**config.mk**
```make
export PLATFORM = sky130hd
export DESIGN_NAME = spi_nor_arbiter
export DESIGN_NICKNAME = d
export VERILOG_FILES = /design/src/rtl/spi_nor_pkg.sv /design/src/rtl/rr_arbiter.sv /design/src/rtl/spi_nor_arbiter.sv
export SDC_FILE = /design/constraint.sdc
export NUM_CORES = 1
export LEC_CHECK = 0
export ABC_CLOCK_PERIOD_IN_PS = 2000
export BUFFER_PORTS_ARGS = -buffer_cell sky130_fd_sc_hd__buf_2
export CAP_MARGIN = 20
export CORE_MARGIN = 2
export CORE_UTILIZATION = 50
export DETAILED_ROUTE_END_ITERATION = 8
export HOLD_SLACK_MARGIN = 0.06
export PLACE_DENSITY_LB_ADDON = 0.05
export SLEW_MARGIN = 20
export SYNTH_ARGS = -nofsm -noshare
export SYNTH_HDL_FRONTEND = slang
export SYNTH_HIERARCHICAL = 1
export SYNTH_SLANG_ARGS = --single-unit
```
**constraint.sdc**
```tcl
create_clock -name clk -period 2 [get_ports clk]
set_input_delay 0.4 -clock clk [delete_from_list [all_inputs] [get_ports clk]]
set_output_delay 0.4 -clock clk [all_outputs]
set_load 0.03 [all_outputs]
```
**src/rtl/spi_nor_pkg.sv**
```systemverilog
// Shared definitions for the SPI NOR word-read path: default widths,
// the flash read opcode and the arbiter FSM state encoding.
package spi_nor_pkg;

    localparam int         SPI_NOR_ADDR_W = 22;
    localparam int         SPI_NOR_DATA_W = 32;
    localparam logic [7:0] NOR_READ_CMD   = 8'h03;

    typedef enum logic [2:0] {
        ST_IDLE     = 3'd0,
        ST_HIT      = 3'd1,
        ST_MEM_REQ  = 3'd2,
        ST_MEM_WAIT = 3'd3,
        ST_RESP     = 3'd4
    } arb_state_e;

endpackage

```
**src/rtl/rr_arbiter.sv**
```systemverilog
// Round-robin grant: picks the first requesting index at or after the
// pointer (modulo NUM_REQ); the pointer moves past the winner on en.
module rr_arbiter #(
    parameter  int NUM_REQ = 2,
    localparam int IDX_W   = (NUM_REQ > 1) ? $clog2(NUM_REQ) : 1
) (
    input  logic               clk,
    input  logic               resetn,
    input  logic [NUM_REQ-1:0] req,
    input  logic               en,
    output logic               gnt_any,
    output logic [IDX_W-1:0]   gnt_idx,
    output logic [IDX_W-1:0]   rr_ptr
);

    logic [IDX_W-1:0] ptr_q;
    logic [IDX_W-1:0] ptr_d;

    // Search distances from farthest to nearest so the nearest request wins.
    always_comb begin
        gnt_any = 1'b0;
        gnt_idx = '0;
        for (int k = NUM_REQ - 1; k >= 0; k--) begin
            for (int i = 0; i < NUM_REQ; i++) begin
                if (req[i] && (((int'(ptr_q) + k) % NUM_REQ) == i)) begin
                    gnt_any = 1'b1;
                    gnt_idx = IDX_W'(i);
                end
            end
        end
    end

    // Next pointer is one past the granted index, wrapping at NUM_REQ.
    always_comb begin
        ptr_d = ptr_q;
        if (en && gnt_any) begin
            ptr_d = (gnt_idx == IDX_W'(NUM_REQ - 1)) ? '0 : gnt_idx + 1'b1;
        end
    end

    // Pointer register.
    always_ff @(posedge clk or negedge resetn) begin
        if (!resetn) ptr_q <= '0;
        else         ptr_q <= ptr_d;
    end

    assign rr_ptr = ptr_q;

endmodule

```
**src/rtl/spi_nor_arbiter.sv**
```systemverilog
// Shares one spi_nor_flash word-read port between NUM_REQ requesters with
// round-robin arbitration and a single-entry last-word buffer.
module spi_nor_arbiter
    import spi_nor_pkg::*;
#(
    parameter  int NUM_REQ = 2,
    parameter  int ADDR_W  = SPI_NOR_ADDR_W,
    parameter  int DATA_W  = SPI_NOR_DATA_W,
    parameter  int HIT_BUF = 1,
    localparam int IDX_W   = (NUM_REQ > 1) ? $clog2(NUM_REQ) : 1
) (
    input  logic                      clk,
    input  logic                      resetn,
    input  logic [NUM_REQ-1:0]        req_valid,
    input  logic [NUM_REQ*ADDR_W-1:0] req_addr,
    output logic [NUM_REQ-1:0]        req_ready,
    output logic [DATA_W-1:0]         req_data,
    input  logic                      invalidate,
    output logic                      mem_valid,
    output logic [ADDR_W-1:0]         mem_addr,
    input  logic                      mem_ready,
    input  logic [DATA_W-1:0]         mem_data,
    output logic                      busy
);

    arb_state_e         state_q, state_d;
    logic [IDX_W-1:0]   gnt_q, gnt_d;
    logic [ADDR_W-1:0]  addr_q, addr_d;
    logic               buf_valid_q, buf_valid_d;
    logic [ADDR_W-1:0]  buf_addr_q, buf_addr_d;
    logic [DATA_W-1:0]  buf_data_q, buf_data_d;
    logic [NUM_REQ-1:0] req_ready_q, req_ready_d;
    logic [DATA_W-1:0]  req_data_q, req_data_d;
    logic               mem_valid_q, mem_valid_d;
    logic [ADDR_W-1:0]  mem_addr_q, mem_addr_d;

    logic               arb_en;
    logic               arb_any;
    logic [IDX_W-1:0]   arb_idx;
    logic [IDX_W-1:0]   arb_ptr;
    logic [ADDR_W-1:0]  sel_addr;
    logic [NUM_REQ-1:0] gnt_onehot;

    rr_arbiter #(.NUM_REQ(NUM_REQ)) u_rr_arbiter (
        .clk     (clk),
        .resetn  (resetn),
        .req     (req_valid),
        .en      (arb_en),
        .gnt_any (arb_any),
        .gnt_idx (arb_idx),
        .rr_ptr  (arb_ptr)
    );

    // Address of the requester the arbiter currently favours.
    always_comb begin
        sel_addr = '0;
        for (int i = 0; i < NUM_REQ; i++) begin
            if (arb_idx == IDX_W'(i)) sel_addr = req_addr[i*ADDR_W +: ADDR_W];
        end
    end

    assign gnt_onehot = NUM_REQ'(1) << gnt_q;

    // FSM next state and datapath updates. A grant is withheld while a
    // completion pulse is showing so the requester can drop valid first.
    always_comb begin
        state_d     = state_q;
        gnt_d       = gnt_q;
        addr_d      = addr_q;
        buf_valid_d = buf_valid_q;
        buf_addr_d  = buf_addr_q;
        buf_data_d  = buf_data_q;
        req_ready_d = '0;
        req_data_d  = req_data_q;
        mem_valid_d = mem_valid_q;
        mem_addr_d  = mem_addr_q;
        arb_en      = 1'b0;
        case (state_q)
            ST_IDLE: begin
                if (arb_any && (req_ready_q == '0)) begin
                    arb_en = 1'b1;
                    gnt_d  = arb_idx;
                    addr_d = sel_addr;
                    if ((HIT_BUF != 0) && buf_valid_q && (buf_addr_q == sel_addr) && !invalidate)
                        state_d = ST_HIT;
                    else
                        state_d = ST_MEM_REQ;
                end
            end
            ST_HIT: begin
                req_ready_d = gnt_onehot;
                req_data_d  = buf_data_q;
                state_d     = ST_IDLE;
            end
            ST_MEM_REQ: begin
                mem_valid_d = 1'b1;
                mem_addr_d  = addr_q;
                state_d     = ST_MEM_WAIT;
            end
            ST_MEM_WAIT: begin
                if (mem_ready) begin
                    mem_valid_d = 1'b0;
                    buf_addr_d  = addr_q;
                    buf_data_d  = mem_data;
                    buf_valid_d = 1'b1;
                    state_d     = ST_RESP;
                end
            end
            ST_RESP: begin
                req_ready_d = gnt_onehot;
                req_data_d  = buf_data_q;
                state_d     = ST_IDLE;
            end
            default: state_d = ST_IDLE;
        endcase
        // Invalidate overrides any fill in the same cycle.
        if (invalidate) buf_valid_d = 1'b0;
    end

    // State, grant and buffer registers.
    always_ff @(posedge clk or negedge resetn) begin
        if (!resetn) begin
            state_q     <= ST_IDLE;
            gnt_q       <= '0;
            addr_q      <= '0;
            buf_valid_q <= 1'b0;
            buf_addr_q  <= '0;
            buf_data_q  <= '0;
            req_ready_q <= '0;
            req_data_q  <= '0;
            mem_valid_q <= 1'b0;
            mem_addr_q  <= '0;
        end else begin
            state_q     <= state_d;
            gnt_q       <= gnt_d;
            addr_q      <= addr_d;
            buf_valid_q <= buf_valid_d;
            buf_addr_q  <= buf_addr_d;
            buf_data_q  <= buf_data_d;
            req_ready_q <= req_ready_d;
            req_data_q  <= req_data_d;
            mem_valid_q <= mem_valid_d;
            mem_addr_q  <= mem_addr_d;
        end
    end

    assign req_ready = req_ready_q;
    assign req_data  = req_data_q;
    assign mem_valid = mem_valid_q;
    assign mem_addr  = mem_addr_q;
    assign busy      = (state_q != ST_IDLE);

endmodule
```
==> flow_metrics.tcl, run 1 <==
set metrics [dict create \
    final.setup.tns_ns -0.09104 \
    initial_utilization_pct 51.89 \
    detail_route.vias_per_cell 5.063 \
    htree_levels 4 \
    synth_seq_cells 139 \
    via_count_of_the_first_global_routing_pass 4245 \
    rr_startpoint "u_rr_arbiter/rr_ptr" \
    path_clk_slew_ns 0.06 \
    postLayoutSetupSlackWorst_ns -0.08302 \
    critPathCaptureType "register" \
    die_width_um 110.5 \
    cts_tree "done" \
    worst_hold_path_type "in -> reg" \
    rows 38 \
    drt_drc_violations_left 0 \
    cp.required_ns 2.29 \
    antennaDiodeCount 0 \
    num-nets-final 740 \
    die_area_um2 12220 \
    min_delay_path_depth 2 \
    max_freq_mhz 480.1 \
    placed_area_um2 6646 \
    post-route-min-period_ns 2.083 \
    wl_per_cell_um 16.47 \
    synth.yosys.seq_area_share_pct 61.30 \
    grt_usage_pct 22.67 \
    finalHoldViolations 0 \
    drt_pre_antenna_iters 4 \
    worstMarginPinSlew_ns 0.4150 \
    grt_start_max_net_pins 47 \
    slew-limit-headroom_pct 72.13 \
    syn-mean-instance-area_um2 11.26 \
    fin_area_um2 7443 \
    numPortBuffers 139 \
    numCtsBuffers 17 \
    ant_nets 0 \
    syn-cell-area_um2 5674 \
    timing.critical_path.arrival_ns 2.38 \
    worstPathMaxFanout 6 \
    finalCritPeriodShare_pct 104.2 \
    outcome "finished, violations left" \
    clock-skew-final_ns 0.01190 \
    reg2reg_to "state_q[1]" \
    total_via_count_after_detailed_routing 4106 \
    finalNonFillerCells 811 \
    rsz0062_at_grt "yes" \
    clkSinkCount 139 \
    crit_type "reg -> reg" \
    timing.reg2reg.setup_slack_ns -0.08 \
    global_route_wire_length_before_repair_um 21900 \
    worst-r2r-cell-count 9 \
    fillers 825 \
    worstSetupStartpointType "register" \
    route.final.wire_length_um 13350 \
    power_density_nw_per_um2 1778 \
    place.detailed.hpwl_um 8969 \
    clockBufferDepth 2 \
    floorplan.io_pins 140 \
    total_leakage_power_uw 0.003781 \
    synth_cells 504 \
    hold_path_end "buf_valid_q" \
    finalSetupViolations 2 \
    insertion_delay_ns 0.41 \
    ir_worst_vdd_mv 0.9175 \
    drt_iter0_markers 191 \
    weighted_congestion_at_the_end_of_routability_driven_global_placement 0.8152 \
    global_route.overflow_total 0 \
    max_cap_violations 0 \
    placed_cells 775 \
    violated_checks "negative setup slack" \
    yosys_warning_total 6 \
    ys_types 33 \
    timing.hold.worst.start "invalidate" \
    report.final.slew_viol_count 0 \
    cts-root-buf "sky130_fd_sc_hd__clkbuf_16" \
    layout-drive-gt1-share_pct 40.54 \
    coreArea_um2 10940 \
    die_h_um 110.5 \
    antenna_found_initial 0 \
    final.hold.worst_slack_ns 0.1571 \
    syn_nets 586 \
    layout_area_overhead_pct 31.18 \
]
registers in the layout, indices dropped and copies added, names as in the netlist:
| name | count |
|---|---|
| buf_data_q | 32 |
| state_q | 3 |
| gnt_q | 1 |
| mem_addr | 22 |
| addr_q | 22 |
| buf_addr_q | 22 |
| req_ready | 2 |
| mem_valid | 1 |
| buf_valid_q | 1 |
| u_rr_arbiter/rr_ptr | 1 |
| req_data | 32 |
critical path, cell delays in order (launching register included):
cell                        delay, ns
sky130_fd_sc_hd__dfrtp_1         0.39
sky130_fd_sc_hd__inv_2           0.06
sky130_fd_sc_hd__a21boi_4        0.15
sky130_fd_sc_hd__buf_12          0.14
sky130_fd_sc_hd__buf_16          0.14
sky130_fd_sc_hd__mux2i_2         0.26
sky130_fd_sc_hd__xnor2_1         0.13
sky130_fd_sc_hd__nor4_2          0.34
sky130_fd_sc_hd__nand4_1         0.17
sky130_fd_sc_hd__a2bb2oi_2       0.18
synthesized netlist by cell type (all sizes together):
master | n | share of area, %
a21boi | 1 | 0.13
a21o | 1 | 0.13
a21oi | 2 | 0.18
a2bb2oi | 1 | 0.15
a31oi | 1 | 0.11
and2 | 1 | 0.11
buf | 13 | 1.6
clkbuf | 11 | 0.73
dfrtp | 139 | 61
inv | 4 | 0.26
mux2 | 55 | 11
mux2i | 22 | 4.1
nand2 | 187 | 12
nand2b | 1 | 0.11
nand3 | 1 | 0.088
nand4 | 2 | 0.22
nand4b | 1 | 0.15
nor2 | 3 | 0.20
nor2b | 1 | 0.11
nor3 | 2 | 0.18
nor3b | 1 | 0.22
nor4 | 5 | 0.77
o21ai | 23 | 2.0
or2 | 2 | 0.22
or3 | 1 | 0.11
xnor2 | 23 | 3.6
per-layer routing:
layer	up-vias	global-route usage, %	part of all wire (%)
met5	-	0	0
met3	12	7.519	6.0
met1	2009	31.92	46
met4	0	5.833	0.94
met2	125	34.15	47
li1	1960	-	-
worst max-delay path by stage:
| stage | slack [ns] | end | cells past startpoint | start |
|---|---|---|---|---|
| detailed placement | -0.07 | state_q[1] | 8 | req_valid[1] |
| finish | -0.08 | state_q[1] | 9 | u_rr_arbiter/rr_ptr |
| CTS | 0.0007 | state_q[1] | 9 | u_rr_arbiter/rr_ptr |
| floorplan | 0.20 | state_q[1] | 8 | req_valid[1] |
| global route | -0.20 | state_q[1] | 9 | u_rr_arbiter/rr_ptr |
| global placement | -0.02 | state_q[1] | 8 | req_valid[1] |
layout make-up:
cell class	instances	area (µm²)	share of cell area, %
clock buffers	19	452.9	6.085
clock inverters	13	165.2	2.219
inverters	4	15.01	0.2017
multi-input cells	337	2192	29.45
flip-flops and latches	139	3478	46.73
well taps	140	175.2	2.353
repair buffers	159	964.7	12.96
power by group:
group	leakage, µW	internal (µW)	switching (µW)
clock network	0.000292	2040	1220
logic	0.00174	2100	3000
registers	0.00174	4110	774
total	0.00378	8240	4990
placed cells by master, fill, tap and decap left out, types with 3 or more instances in the layout:
master	count
sky130_fd_sc_hd__buf_2	137
sky130_fd_sc_hd__mux2i_4	4
sky130_fd_sc_hd__inv_6	3
sky130_fd_sc_hd__o21ai_1	6
sky130_fd_sc_hd__nor4_2	3
sky130_fd_sc_hd__xnor2_2	3
sky130_fd_sc_hd__buf_12	7
sky130_fd_sc_hd__buf_4	12
sky130_fd_sc_hd__nand2_1	187
sky130_fd_sc_hd__mux2i_1	10
sky130_fd_sc_hd__mux2_2	55
sky130_fd_sc_hd__dfrtp_1	139
sky130_fd_sc_hd__clkinvlp_4	4
sky130_fd_sc_hd__xnor2_1	20
sky130_fd_sc_hd__bufinv_16	3
sky130_fd_sc_hd__mux2i_2	8
sky130_fd_sc_hd__clkbuf_16	17
sky130_fd_sc_hd__o21ai_0	17
kinds of logic after synthesis:
kind of cell | after synthesis | synth area share (%)
AND/OR/NAND/NOR | 208 | 14.86
flip-flops | 139 | 61.30
multiplexers | 77 | 14.99
AO/OA/AOI/OAI | 29 | 2.734
buffers and inverters | 28 | 2.558
XOR/XNOR | 23 | 3.550
through the flow:
stage               utilization, %  setup WS (ns)  power (µW)
CTS                          67.15      0.0006646       13230
global route                 68.07        -0.1972       14030
finish                       68.07       -0.08302       13230
global placement             60.78       -0.01790        9707
floorplan                        -         0.1978        8244
detailed placement           60.78       -0.07253        9857
what timing repair did:
action | 4_1_cts | 5_1_grt
endpoints found under the hold margin | 30 | 0
pin swaps | 2 | 5
gates cloned | 1 | 0
hold buffers | 1 | 0
setup endpoints to repair | 1 | 3
resized for setup | 5 | 19
buffers inserted | 1 | 1
No activity file was read; power rests on OpenSTA's default activity.
==> run 2: changes to the inputs <==
ABC_CLOCK_PERIOD_IN_PS = 2700   (was 2000)
CORE_UTILIZATION = 45   (was 50)
MAX_ROUTING_LAYER = met4   (was not set)
clock period = 2.7 ns   (was 2 ns; I/O delays follow)
==> run 2 against run 1 <==
Compared with the run above:
- the flow now finishes without violations
- global-route usage down 1.6 points
- critical path depth down 7
- largest power group is now sequential cells
- sequential cell count unchanged
- cell count up 2.8%
- largest cell class unchanged
- register-to-register slack better by 0.79 ns
- critical endpoint is now busy
- via count down 2.1%
- final area down 3.6%
- clock power down 31%
==> flow_metrics.tcl, run 2 (synthesized netlist as in run 1, its figures left out) <==
set metrics [dict create \
    report.final.slew_viol_count 0 \
    layout_common_cells "sky130_fd_sc_hd__nand2_1, sky130_fd_sc_hd__dfrtp_1, sky130_fd_sc_hd__buf_2" \
    finalCritPeriodShare_pct 74.08 \
    grt.busiest_layer "met2" \
    antennaDiodeCount 0 \
    power_frac_comb_pct 37.5 \
    weighted_congestion_at_the_end_of_routability_driven_global_placement 0.8589 \
    clkSinkCount 139 \
    numCtsBuffers 17 \
    ant_nets 0 \
    dpl_worst_slack_ns 0.4697 \
    layout_area_overhead_pct 26.50 \
    timing.reg2reg.setup_slack_ns 0.71 \
    total_leakage_power_uw 0.003688 \
    coreArea_um2 12470 \
    clockBufferDepth 2 \
    route.final.wire_length_um 12840 \
    insertion_delay_ns 0.41 \
    num-nets-final 731 \
    total_via_count_after_detailed_routing 4019 \
    worstSetupStartpointType "register" \
    critPathCaptureType "output port" \
    postLayoutSetupSlackWorst_ns 0.6997 \
    initial_utilization_pct 45.52 \
    slew-limit-headroom_pct 43.20 \
    max_freq_mhz 499.9 \
    postCtsSetupBuffers 0 \
    cellInternalPower_uw 5855 \
    rows 41 \
    finalSetupViolations 0 \
    htree_levels 4 \
    post_route_core_utilization_pct 57.58 \
    worst-r2r-cell-count 8 \
    drt_drc_violations_left 0 \
    outcome "finished, final reports clean" \
    floorplan.io_pins 140 \
    max_cap_violations 0 \
    cts-resized-gates 0 \
    placed_area_um2 6599 \
    worstPathMaxFanout 6 \
    worstMarginPinSlew_ns 0.8521 \
    cts-root-buf "sky130_fd_sc_hd__clkbuf_16" \
    numPortBuffers 139 \
    grt_util_met2_pct 30.04 \
    antenna_found_initial 0 \
    die_h_um 116.3 \
    grt_start_max_net_pins 91 \
    die_area_um2 13520 \
    global_route_wire_length_before_repair_um 20620 \
    met1_routing_resource_usage_after_global_routing_pct 29.09 \
    crit_type "reg -> out" \
    die_width_um 116.3 \
    fin_area_um2 7178 \
    drt_iter0_markers 180 \
    reg2reg_to "state_q[1]" \
    rr_startpoint "u_rr_arbiter/rr_ptr" \
    grtUsageMet3_pct 4.722 \
    detail_route.vias_per_cell 4.819 \
    worst_hold_path_type "in -> async" \
    path_clk_slew_ns 0.05 \
    ir_worst_vdd_mv 0.5118 \
    p_sw_share_pct 37.58 \
    finalHoldViolations 0 \
    final.setup.tns_ns 0 \
    layout_commonest_cell "sky130_fd_sc_hd__nand2_1" \
    place.detailed.hpwl_um 8631 \
    clock-skew-final_ns 0.005456 \
    drt_pre_antenna_iters 4 \
    global_route.overflow_total 0 \
    share_seq_of_total_power_pct 38.5 \
    timing.critical_path.arrival_ns 1.46 \
    rsz0062_at_grt "no" \
    grt_usage_pct 21.04 \
    layout-drive-gt1-share_pct 37.16 \
    holdBufCountCts 0 \
    cp.required_ns 2.16 \
    cts_tree "done" \
    post-route-min-period_ns 2.000 \
    share_of_total_power_in_the_clock_network_pct 24.0 \
    power_density_nw_per_um2 1307 \
    wl_per_cell_um 15.39 \
    netSwitchingPower_uw 3525 \
    via_count_of_the_first_global_routing_pass 3967 \
]
run 2: cell count changes in the layout (fill, tap and decap cells not counted), sizes merged:
cell,change
clkinvlp,-2
buf,-8
dlygate4sd3,-1
bufinv,-1
clkbuf,+1
inv,-3
clkinv,+5
run 2: layer usage:
| layer | routed length [µm] | vias up |
|---|---|---|
| met4 | 268 | 0 |
| met5 | 0 | - |
| met2 | 5885 | 111 |
| li1 | - | 1940 |
| met1 | 6114 | 1945 |
| met3 | 569 | 23 |
run 2: power groups by stage:
stage / Sequential [µW] / Combinational, µW / Clock, µW
2_1_floorplan: 4270 / 1840 / 0
3_3_place_gp: 3600 / 3520 / 0
3_5_place_dp: 3640 / 3580 / 0
4_1_cts: 3620 / 3590 / 2310
5_1_grt: 3740 / 3910 / 2400
6_report: 3610 / 3520 / 2250
run 2: how the worst max path moves through the flow:
stage,cells after the start,end,start
3_3_place_gp,8,state_q[1],req_valid[1]
6_report,2,busy,state_q[0]
3_5_place_dp,8,state_q[1],req_valid[1]
4_1_cts,2,busy,state_q[0]
2_1_floorplan,8,state_q[1],req_valid[1]
5_1_grt,8,state_q[1],u_rr_arbiter/rr_ptr
run 2: cell type report:
type	instances	area (µm²)
clock buffers	20	456.7
multi-input cells	337	2081
flip-flops and latches	139	3478
repair buffers	150	809.5
well taps	172	215.2
inverters	4	15.01
clock inverters	12	122.6
fillers	1123	5288
run 2: metrics by stage:
step,power [µW],std cells,hold slack (ns)
3_3_place_gp,7120,802,0.4481
4_1_cts,9517,834,0.2345
3_5_place_dp,7215,802,0.4503
2_1_floorplan,6106,504,0.2444
6_report,9381,834,0.1780
5_1_grt,10050,834,0.2689
run 2: critical path: stages (launching register included):
cell                      delay, ns
sky130_fd_sc_hd__dfrtp_1       0.48
sky130_fd_sc_hd__or3_1         0.38
sky130_fd_sc_hd__buf_2         0.19
